### config.mk
export PLATFORM = sky130hd
export DESIGN_NAME = wb_block_reader
export DESIGN_NICKNAME = d
export VERILOG_FILES = /design/src/rtl/wb_block_reader.sv
export SDC_FILE = /design/constraint.sdc
export NUM_CORES = 1
export LEC_CHECK = 0
export BUFFER_PORTS_ARGS = -buffer_cell sky130_fd_sc_hd__buf_2
export CORE_UTILIZATION = 45
export DETAILED_ROUTE_END_ITERATION = 16
export PLACE_DENSITY = 0.74
export SYNTH_ARGS = -nofsm -noshare
export SYNTH_HDL_FRONTEND = slang
export SYNTH_SLANG_ARGS = --single-unit
### constraint.sdc
create_clock -name wb_clk_i -period 3.1 [get_ports wb_clk_i]
set_input_delay 0.31 -clock wb_clk_i [delete_from_list [all_inputs] [get_ports wb_clk_i]]
set_output_delay 0.31 -clock wb_clk_i [all_outputs]
set_load 0.02 [all_outputs]
### src/rtl/wb_block_reader.sv
// Wishbone read sequencer: one start reads LEN consecutive byte words from START_ADR
// and delivers them through a small FIFO on a valid/ready stream, with a per-beat ack timeout.
module wb_block_reader #(
    parameter int FIFO_DEPTH = 4,
    parameter int TIMEOUT    = 15
) (
    input  logic       wb_clk_i,
    input  logic       wb_rst_i,
    input  logic       start,
    input  logic [7:0] start_adr,
    input  logic [7:0] len,
    output logic       busy,
    output logic       done,
    output logic       err,
    output logic [7:0] rd_data,
    output logic       rd_valid,
    input  logic       rd_ready,
    output logic [7:0] m_wb_adr_o,
    output logic [7:0] m_wb_dat_o,
    output logic       m_wb_we_o,
    output logic       m_wb_cyc_o,
    output logic       m_wb_stb_o,
    input  logic [7:0] m_wb_dat_i,
    input  logic       m_wb_ack_i,
    output logic [2:0] dbg_state
);

    localparam int AW = $clog2(FIFO_DEPTH);
    localparam logic [AW:0] DEPTH_C  = (AW+1)'(FIFO_DEPTH);
    localparam logic [7:0]  TMO_LAST = 8'(TIMEOUT - 1);

    localparam logic [2:0] S_IDLE = 3'd0;
    localparam logic [2:0] S_REQ  = 3'd1;
    localparam logic [2:0] S_WAIT = 3'd2;
    localparam logic [2:0] S_DONE = 3'd3;
    localparam logic [2:0] S_ERR  = 3'd4;

    logic [2:0]    state;
    logic [7:0]    adr;
    logic [8:0]    remaining;
    logic [7:0]    tmo;
    logic [7:0]    mem [FIFO_DEPTH];
    logic [AW-1:0] wr_ptr;
    logic [AW-1:0] rd_ptr;
    logic [AW:0]   count;
    logic [AW:0]   count_next;
    logic          push;
    logic          pop;
    logic          has_free;

    // Stream handshake: a word transfers on every cycle where rd_valid && rd_ready;
    // rd_valid stays high and rd_data stable until that happens.
    assign push       = (state == S_REQ) && m_wb_ack_i;
    assign pop        = rd_valid && rd_ready;
    assign count_next = count + (AW+1)'(push) - (AW+1)'(pop);
    assign has_free   = (count != DEPTH_C) || pop;

    assign busy       = (state != S_IDLE);
    assign done       = (state == S_DONE);
    assign err        = (state == S_ERR);
    assign m_wb_cyc_o = (state == S_REQ) || (state == S_WAIT);
    assign m_wb_stb_o = (state == S_REQ);
    assign m_wb_adr_o = adr;
    assign m_wb_dat_o = 8'h00;
    assign m_wb_we_o  = 1'b0;
    assign rd_valid   = (count != '0);
    assign rd_data    = rd_valid ? mem[rd_ptr] : 8'h00;
    assign dbg_state  = state;

    // A start with a still-full FIFO (undrained words from an abort) parks in WAIT
    // so that stb is never raised without room for the ack.
    always_ff @(posedge wb_clk_i) begin
        if (!wb_rst_i) begin
            state     <= S_IDLE;
            adr       <= 8'h00;
            remaining <= 9'd0;
            tmo       <= 8'd0;
        end else begin
            case (state)
                S_IDLE: begin
                    if (start) begin
                        adr       <= start_adr;
                        remaining <= {len == 8'd0, len};
                        tmo       <= 8'd0;
                        state     <= has_free ? S_REQ : S_WAIT;
                    end
                end
                S_REQ: begin
                    if (m_wb_ack_i) begin
                        adr       <= adr + 8'd1;
                        remaining <= remaining - 9'd1;
                        tmo       <= 8'd0;
                        if (remaining == 9'd1)
                            state <= S_DONE;
                        else if (count_next == DEPTH_C)
                            state <= S_WAIT;
                    end else if (tmo == TMO_LAST) begin
                        state <= S_ERR;
                    end else begin
                        tmo <= tmo + 8'd1;
                    end
                end
                S_WAIT: begin
                    if (has_free) begin
                        tmo   <= 8'd0;
                        state <= S_REQ;
                    end
                end
                S_DONE:  state <= S_IDLE;
                S_ERR:   state <= S_IDLE;
                default: state <= S_IDLE;
            endcase
        end
    end

    always_ff @(posedge wb_clk_i) begin
        if (!wb_rst_i) begin
            wr_ptr <= '0;
            rd_ptr <= '0;
            count  <= '0;
        end else begin
            if (push) wr_ptr <= wr_ptr + 1'b1;
            if (pop)  rd_ptr <= rd_ptr + 1'b1;
            count <= count_next;
        end
    end

    // Storage needs no reset; validity is tracked by count.
    always_ff @(posedge wb_clk_i) begin
        if (push) mem[wr_ptr] <= m_wb_dat_i;
    end

endmodule

* Yosys cells after proc, flatten, opt, wreduce, memory -nomap -nowiden
Memory sizes are Yosys's and may differ from the RTL's. A register that Yosys moved wholly into a read port is not among the register bits. Cells that the tools add are included.
Storage, ports and cells: input port bits 29, register bits after elaboration 35, memories 1, logic and storage cells 66, output and inout bits 34, bits in writable memories 32
Memories:
- mem | words 4, bits a word 8, rd ports 1, clocked after memory_dff 1, wr ports 1, RTL line 42 | logic [7:0] mem [FIFO_DEPTH];
Cells by class: mux-type cells 24, reduce and logical (&&, ||, !) cells 13, equality and inequality tests 14, add/sub/neg operators 7
Operators with widths (number):
- $mux W8 | 7
- $pmux W8 S3 | 1
- $mux W3 | 6
- $mux W9 | 2
- $pmux W9 S2 | 1
- $add A8 B1 Y8 const B | 2
- $pmux W8 S2 | 1
- $eq A9 B1 Y1 const B | 1
- $pmux W3 S3 | 1
- $reduce_bool A3 Y1 | 3
- $sub A9 B1 Y9 const B | 1
- $eq A8 B4 Y1 const B | 1
- $logic_not A8 Y1 | 1
- $reduce_and A4 Y1 | 2
- $eq A3 B2 Y1 const B | 2
- $eq A3 B3 Y1 const B | 2
- $mux W2 | 3
- $ne A3 B3 Y1 const B | 2
- $add A2 B1 Y2 const B | 2
- $ne A2 B2 Y1 const B | 2
- $ne A4 B2 Y1 const B | 1
- $add A3 B1 Y3 | 1
- $eq A3 B1 Y1 const B | 1
- $logic_not A3 Y1 | 1
- 8 further kinds | 11

* Longest topological paths before layout
Gate-level depths: netlist (run 1).
depth after elaboration 9, mapped depth 12, depth with buffers taken out 11

* Worst setup path after synthesis (run 1)
Ideal clock, no wire load.
path type reg-to-reg, start point register state[2] (netlist: dbg_state[2]), end point register state[1] (netlist: dbg_state[1]), stages on the path, launching flop included 13, setup slack 300 ps, data required time 3042 ps, data arrival time 2742 ps, path buffers 2, cell sequence dfxtp_1 buf_4 nand4bb_1 clkbuf_1 ha_1 inv_1 ha_1 inv_1 fa_1 xor3_1 nand3b_1 a221oi_1 o221a_2
On the way: cells in the longest elaborated chain, start to end 7, elaborated cells between the ends (all ways) 13
RTL lines:
- start, declared | RTL line 38 | logic [2:0] state;
- start signal, assigned | RTL line 85 | state <= has_free ? S_REQ : S_WAIT;
- $eq A3 B1 Y1 | RTL line 53, 79
- $logic_and A1 B1 Y1 | RTL line 53 | assign push = (state == S_REQ) && m_wb_ack_i;
- $add A3 B1 Y3 | RTL line 55 | assign count_next = count + (AW+1)'(push) - (AW+1)'(pop);
- $sub A3 B1 Y3 | RTL line 55
- $eq A3 B3 Y1 | RTL line 95 | else if (count_next == DEPTH_C)
- $ne A4 B2 Y1 (no line)
- $reduce_and A4 Y1 (no line)
Several ways; a longest one is shown, not always the timed one. A chain may end at the register's enable or synchronous reset.

* Worst setup path in the final report (run 1)
start point register count[1], end point register state[1] (netlist: dbg_state[1])
On the way: cells in the longest elaborated chain, start to end 6, elaborated cells between the ends (all ways) 13
RTL lines:
- start, declared | RTL line 45 | logic [AW:0] count;
- start signal, assigned | RTL line 124 | count <= count_next;
- $reduce_bool A3 Y1 * | RTL line 66 | assign rd_valid = (count != '0);
- $logic_and A1 B1 Y1 * | RTL line 54 | assign pop = rd_valid && rd_ready;
- net pop | RTL line 48 | logic pop;
- $sub A3 B1 Y3 or $logic_or A1 B1 Y1 (tied branches) | RTL line 55, 56
- $eq A3 B3 Y1 or $mux W2 (tied branches) | RTL line 95, 85
- $ne A4 B2 Y1 (no line) or $mux W3 (tied branches)
- $reduce_and A4 Y1 (no line) or $pmux W3 S3 (tied branches)
The timed path passes the listed nets; every way through them passes the cells marked *. The select of a mux whose other input is x is not followed.

==> results.cfg, run 1 <==
[run_status]
status = finished, final reports clean

[finish]
area_growth_pct = 14.1
final.fill_count = 698
post-route-util = 0.529
drive_above_1_share = 0.260
diodes = 0
layout.nets = 421

[sta]
fin_crit_sh = 0.933
rsz0062_at_grt = no
slew_violations = 0
fin_skew_ps = 9.30
tightest_slew_ps = 658
setup_viol = 0
relSlewSlack = 0.555
period_minus_slack_ps = 2890
setup_tns_ps = 0
final_hold_viol_count = 0
max_freq_mhz = 346

[clock_tree]
hold_buffers = 0
path_clk_slew_ps = 80
cts_tree = built
clock-root-buffer = clkbuf_8
clk-insertion-delay-late_ps = 340
cts_buffer_depth = 2
cts_buffers = 9
ctsHtreeMaxLevel = 3
cts_sinks = 69

[grt]
antenna_found_initial = 0
grt_start_max_net_pins = 28
grt_pass1_vias = 2590
grt_overflow_total = 0
grt_pass1_wl_mm = 11.7
grt_use_total = 0.178

[logic_synthesis]
synth_xor_area_frac = 0.0165
ys_types = 64
synth-seq-cells = 69
synth_edf_count = 32
yosys.area_share.adder = 0.0442
ys_seq_area_frac = 0.477
synth_top_area_frac = 0.269
netlist_area_sq_um = 3570
synth_ff_type = dfxtp_1
synthMuxAreaShare = 0.0561
yosys_warnings = 0
netlist_top_cells_area = edfxtp_1, dfxtp_1, mux4_2
ys_async_sr_fraction = 0
synth_top_family_by_area = simple AND/OR/NAND/NOR gates
synth_top_cell_by_area = edfxtp_1
avgSynthCellArea_sq_um = 10.7
syn_inst = 332
yosys.area_share.simple = 0.196
synth_compound_area_frac = 0.142

[detailed_routing]
drt_iter0_drc = 142
drtAntennaViolNets = 0
vias = 2709
finalWirelength_mm = 7.11
vias_per_cell = 5.56
drc = 0
drtPass1Iterations = 6
wl_per_cell_microns = 14.6

[die]
die_h_microns = 91.0
initial_core_util = 0.464
dieWidth_microns = 91.0
io_pins = 63
coreArea_sq_um = 7690
rows = 32
die_area_sq_um = 8290

[critical_path]
cp-startpoint = count[1]
crit_arrival_ps = 3180
crit_end = dbg_state[1]
cp-start-kind = register
reg2reg_depth = 11
critical_path_required_ps = 3390
reg2reg_to = dbg_state[1]
r2r_slack_ps = 210
path_class = reg2reg
endpoint_kind = register
cp_max_fo = 4
crit-reg2reg-launch = count[1]

[power]
p_leak_uw = 0.00157
peakVddDrop_mv = 0.423
p_per_area_nw_per_um2 = 786

[hold_path]
hold_path_class = in2reg

[place]
hpwl_mm = 4.87
gp_congestion = 0.790
placement.io_buffers = 53

[run]
maxCapViolations = 0
## cell usage in the layout, fill, tap and decap left out, types with 4 or more instances in the layout
cell,count
o21ai_0,20
ha_1,11
o31ai_1,5
buf_4,6
dfxtp_1,37
buf_2,53
and2_1,14
inv_1,9
and3_1,6
a21oi_1,23
nand3_1,9
inv_6,4
conb_1,9
o21a_1,4
edfxtp_1,32
nor2_1,21
nor4_1,4
nand4_1,6
or4_1,4
clkbuf_8,9
nor3_1,5
nand2_1,14
mux4_2,8
or3_1,4
## cells by family (layout without fill, tap and decap cells)
kind of cell | after synthesis | in the layout
other | 1 | 9
multiplexers | 10 | 10
XOR/XNOR | 5 | 5
adder cells (fa/ha/maj) | 12 | 12
AND/OR/NAND/NOR | 118 | 118
buffers and inverters | 41 | 86
AO/OA/AOI/OAI | 76 | 76
flip-flops | 69 | 69
## metal layers
layer | vias to the layer above | share of wire | track usage | wire length [microns]
met5 | - | 0 | 0 | 0
met4 | 0 | 0.015 | 0.0608 | 110
met3 | 12 | 0.052 | 0.0494 | 372
met2 | 82 | 0.48 | 0.297 | 3420
met1 | 1306 | 0.45 | 0.222 | 3210
li1 | 1309 | - | - | -
## metrics by stage
stage               setup slack (ps)  hold slack [ps]  area, sq um  std cells  power, uW
floorplan                        300              409         3600        340       2100
global placement                 277              459         3840        471       2350
detailed placement               165              480         3840        471       2380
CTS                              131              164         4060        487       3220
global route                    10.2              157         4070        487       3390
finish                           209              186         4070        487       3200
## synthesized netlist by cell type (all sizes together) (3+ instances only)
cell type	n
a21oi	23
a311oi	3
and2	18
and3	6
and4	3
buf	23
clkbuf	7
dfxtp	37
edfxtp	32
ha	11
inv	9
mux4	8
nand2	14
nand3	9
nand3b	3
nand4	6
nor2	22
nor3	7
nor3b	3
nor4	5
o211a	3
o211ai	3
o21a	4
o21ai	21
o31ai	5
or3	6
or4	5
xnor2	3
## cell type report
cell class                      instances  area, sq um  area share
Inverter                               11         42.5      0.0105
Tap cell                              102          128      0.0314
Multi-Input combinational cell        230         1660       0.408
Clock buffer                            9          124      0.0304
Sequential cell                        69         1700       0.418
Clock inverter                          7          103      0.0252
Timing Repair Buffer                   59          310      0.0763
## where the power goes
part	internal [uW]	leakage [uW]	switching (uW)
clock	464	0.000111	372
combinational	496	0.000863	675
sequential	1070	0.000592	124
total	2030	0.00157	1170
## how the worst min path moves through the flow
stage                   from   endpoint  slack (ps)  cells past startpoint
3_3_place_gp          tmo[3]     tmo[3]         460                      2
3_5_place_dp          tmo[3]     tmo[3]         480                      2
4_1_cts        m_wb_dat_i[0]  mem[1][0]         160                      1
2_1_floorplan  m_wb_dat_i[0]  mem[0][0]         410                      0
6_report       m_wb_dat_i[0]  mem[1][0]         190                      1
5_1_grt        m_wb_dat_i[0]  mem[3][0]         160                      1
## critical path: stages, from the launching register on
cell	delay, ps
dfxtp_1	360
or3_1	380
and2_2	220
ha_1	270
inv_1	60
ha_1	130
inv_1	50
fa_1	360
xor3_1	390
nand3b_1	110
a221oi_2	280
o221a_2	230
## state kept, by name, summed over array words and instances (netlist names), named ones only
| signal | count |
|---|---|
| dbg_state | 3 |
| tmo | 8 |
| mem | 32 |
| count | 3 |
| m_wb_adr_o | 8 |
| remaining | 9 |
| rd_ptr | 2 |
| wr_ptr | 2 |
## what timing repair did
| action | 4_1_cts | 5_1_grt |
|---|---|---|
| hold endpoints to repair | 0 | 0 |
| setup buffers | 0 | 0 |
| setup endpoints to repair | 0 | 2 |
| gates resized for setup | 0 | 1 |
Power figures use the tool's default switching activity.
==> run 2: changes to the inputs <==
==> constraint.sdc (replaced) <==
create_clock -name wb_clk_i -period 3.1 [get_ports wb_clk_i]
set_input_delay 0.465 -clock wb_clk_i [delete_from_list [all_inputs] [get_ports wb_clk_i]]
set_output_delay 0.465 -clock wb_clk_i [all_outputs]
set_load 0.02 [all_outputs]
==> results.cfg, run 2 (synthesis results as in run 1) <==
[critical_path]
crit_end = dbg_state[1]
cp-start-kind = register
cp_max_fo = 4
crit_arrival_ps = 3180
cp-startpoint = count[1]
crit-reg2reg-launch = count[1]
reg2reg_depth = 11
path_class = reg2reg
reg2reg_to = dbg_state[1]
endpoint_kind = register
critical_path_required_ps = 3390
r2r_slack_ps = 210

[clock_tree]
cts_tree = built
clk-insertion-delay-late_ps = 340
path_clk_slew_ps = 70
clock-root-buffer = clkbuf_8
cts_sinks = 69
cts_buffer_depth = 2
hold_buffers = 0
cts_buffers = 9
ctsHtreeMaxLevel = 3

[finish]
final.fill_count = 706
top_register = mem
final_common_cell = buf_2
largest_reg_flops = 32
area_growth_pct = 13.3
post-route-util = 0.526
reg_top3 = mem (32), remaining (9)
diodes = 0
final_area_sq_um = 4040
fin_cells = 487
drive_above_1_share = 0.257
layout.nets = 421
most-common-layout-cells = buf_2, dfxtp_1, edfxtp_1, a21oi_1, nor2_1

[detailed_routing]
finalWirelength_mm = 7.03
drtAntennaViolNets = 0
drc = 0
wl_per_cell_microns = 14.4
vias_per_cell = 5.44
vias = 2651
drtPass1Iterations = 4
drt_iter0_drc = 94

[power]
p_leak_uw = 0.00155
p_per_area_nw_per_um2 = 762
peakVddDrop_mv = 0.362

[sta]
setup_viol = 0
setup_tns_ps = 0
relSlewSlack = 0.522
timing.final.ws_setup_ps = 209
slew_violations = 0
final_hold_viol_count = 0
max_freq_mhz = 346
fin_crit_sh = 0.933
period_minus_slack_ps = 2890
fin_skew_ps = 5.78
tightest_slew_ps = 707
rsz0062_at_grt = no

[grt]
met2_usage = 0.308
grt_pass1_vias = 2514
grt_pass1_wl_mm = 11.5
grt_use_met3 = 0.0452
grt_start_max_net_pins = 28
busiest_layer = met2
grt_use_total = 0.174
grt_overflow_total = 0
antenna_found_initial = 0
gr-usage-met1 = 0.207

[die]
die_area_sq_um = 8290
io_pins = 63
initial_core_util = 0.464
coreArea_sq_um = 7690
rows = 32
die_h_microns = 91.0
dieWidth_microns = 91.0

[place]
placement.io_buffers = 53
hpwl_mm = 4.87
dp.cells = 471
dpl_cell_area_sq_um = 3840
gp_congestion = 0.812
place_ws_ps = 158

[hold_path]
hold_path_class = in2reg

[run_status]
status = finished, final reports clean

[run]
maxCapViolations = 0
==> run 2: cell types whose count changed in the layout (fill, tap and decap cells not counted) <==
cell        previous run  this run
inv_6                  4         2
bufinv_16              2         1
clkinvlp_4             1         3
clkinv_1               1         2
==> run 2: repair_timing <==
action / CTS / global route
setup endpoints to repair: 0 / 1
gates resized for setup: 0 / 1
buffers inserted: 0 / 0
==> run 2: metal layers <==
layer	vias to the layer above	share of wire
met1	1266	0.45
met5	-	0
met2	59	0.50
met4	0	0.012
li1	1315	-
met3	11	0.038
==> run 2: where the power goes <==
| group | total [uW] | switching [uW] | internal, uW |
|---|---|---|---|
| Clock | 725 | 351 | 374 |
| Sequential | 1190 | 123 | 1070 |
| Combinational | 1160 | 666 | 498 |
==> run 2: layout make-up <==
type                       instances  area [sq um]  area share
clock buffer                       9           124      0.0307
clock inverter                     7          73.8      0.0183
inverter                          11          42.5      0.0105
multi-input combinational        230          1660       0.411
sequential                        69          1700       0.421
tap                              102           128      0.0316
timing repair buffer              59           310      0.0768
==> run 2: how the worst min path moves through the flow <==
stage,start,end,cells past startpoint
3_5_place_dp,tmo[3],tmo[3],2
2_1_floorplan,tmo[3],tmo[3],2
4_1_cts,m_wb_dat_i[0],mem[0][0],1
3_3_place_gp,tmo[3],tmo[3],2
5_1_grt,m_wb_dat_i[5],mem[2][5],1
6_report,m_wb_dat_i[4],mem[2][4],1
==> run 2: per-stage QoR <==
step | hold slack, ps | total power (uW)
final | 343 | 3080
after global routing | 330 | 3280
after CTS | 329 | 3110
after detailed placement | 475 | 2370
after global placement | 459 | 2340
after floorplan | 448 | 2100
==> run 2: worst max-delay path: stages, from the launching register on <==
cell      delay [ps]
dfxtp_1          360
or3_1            370
and2_2           220
ha_1             270
inv_1             60
ha_1             130
inv_1             50
fa_1             360
xor3_1           400
nand3b_1         110
a221oi_2         290
o221a_2          220
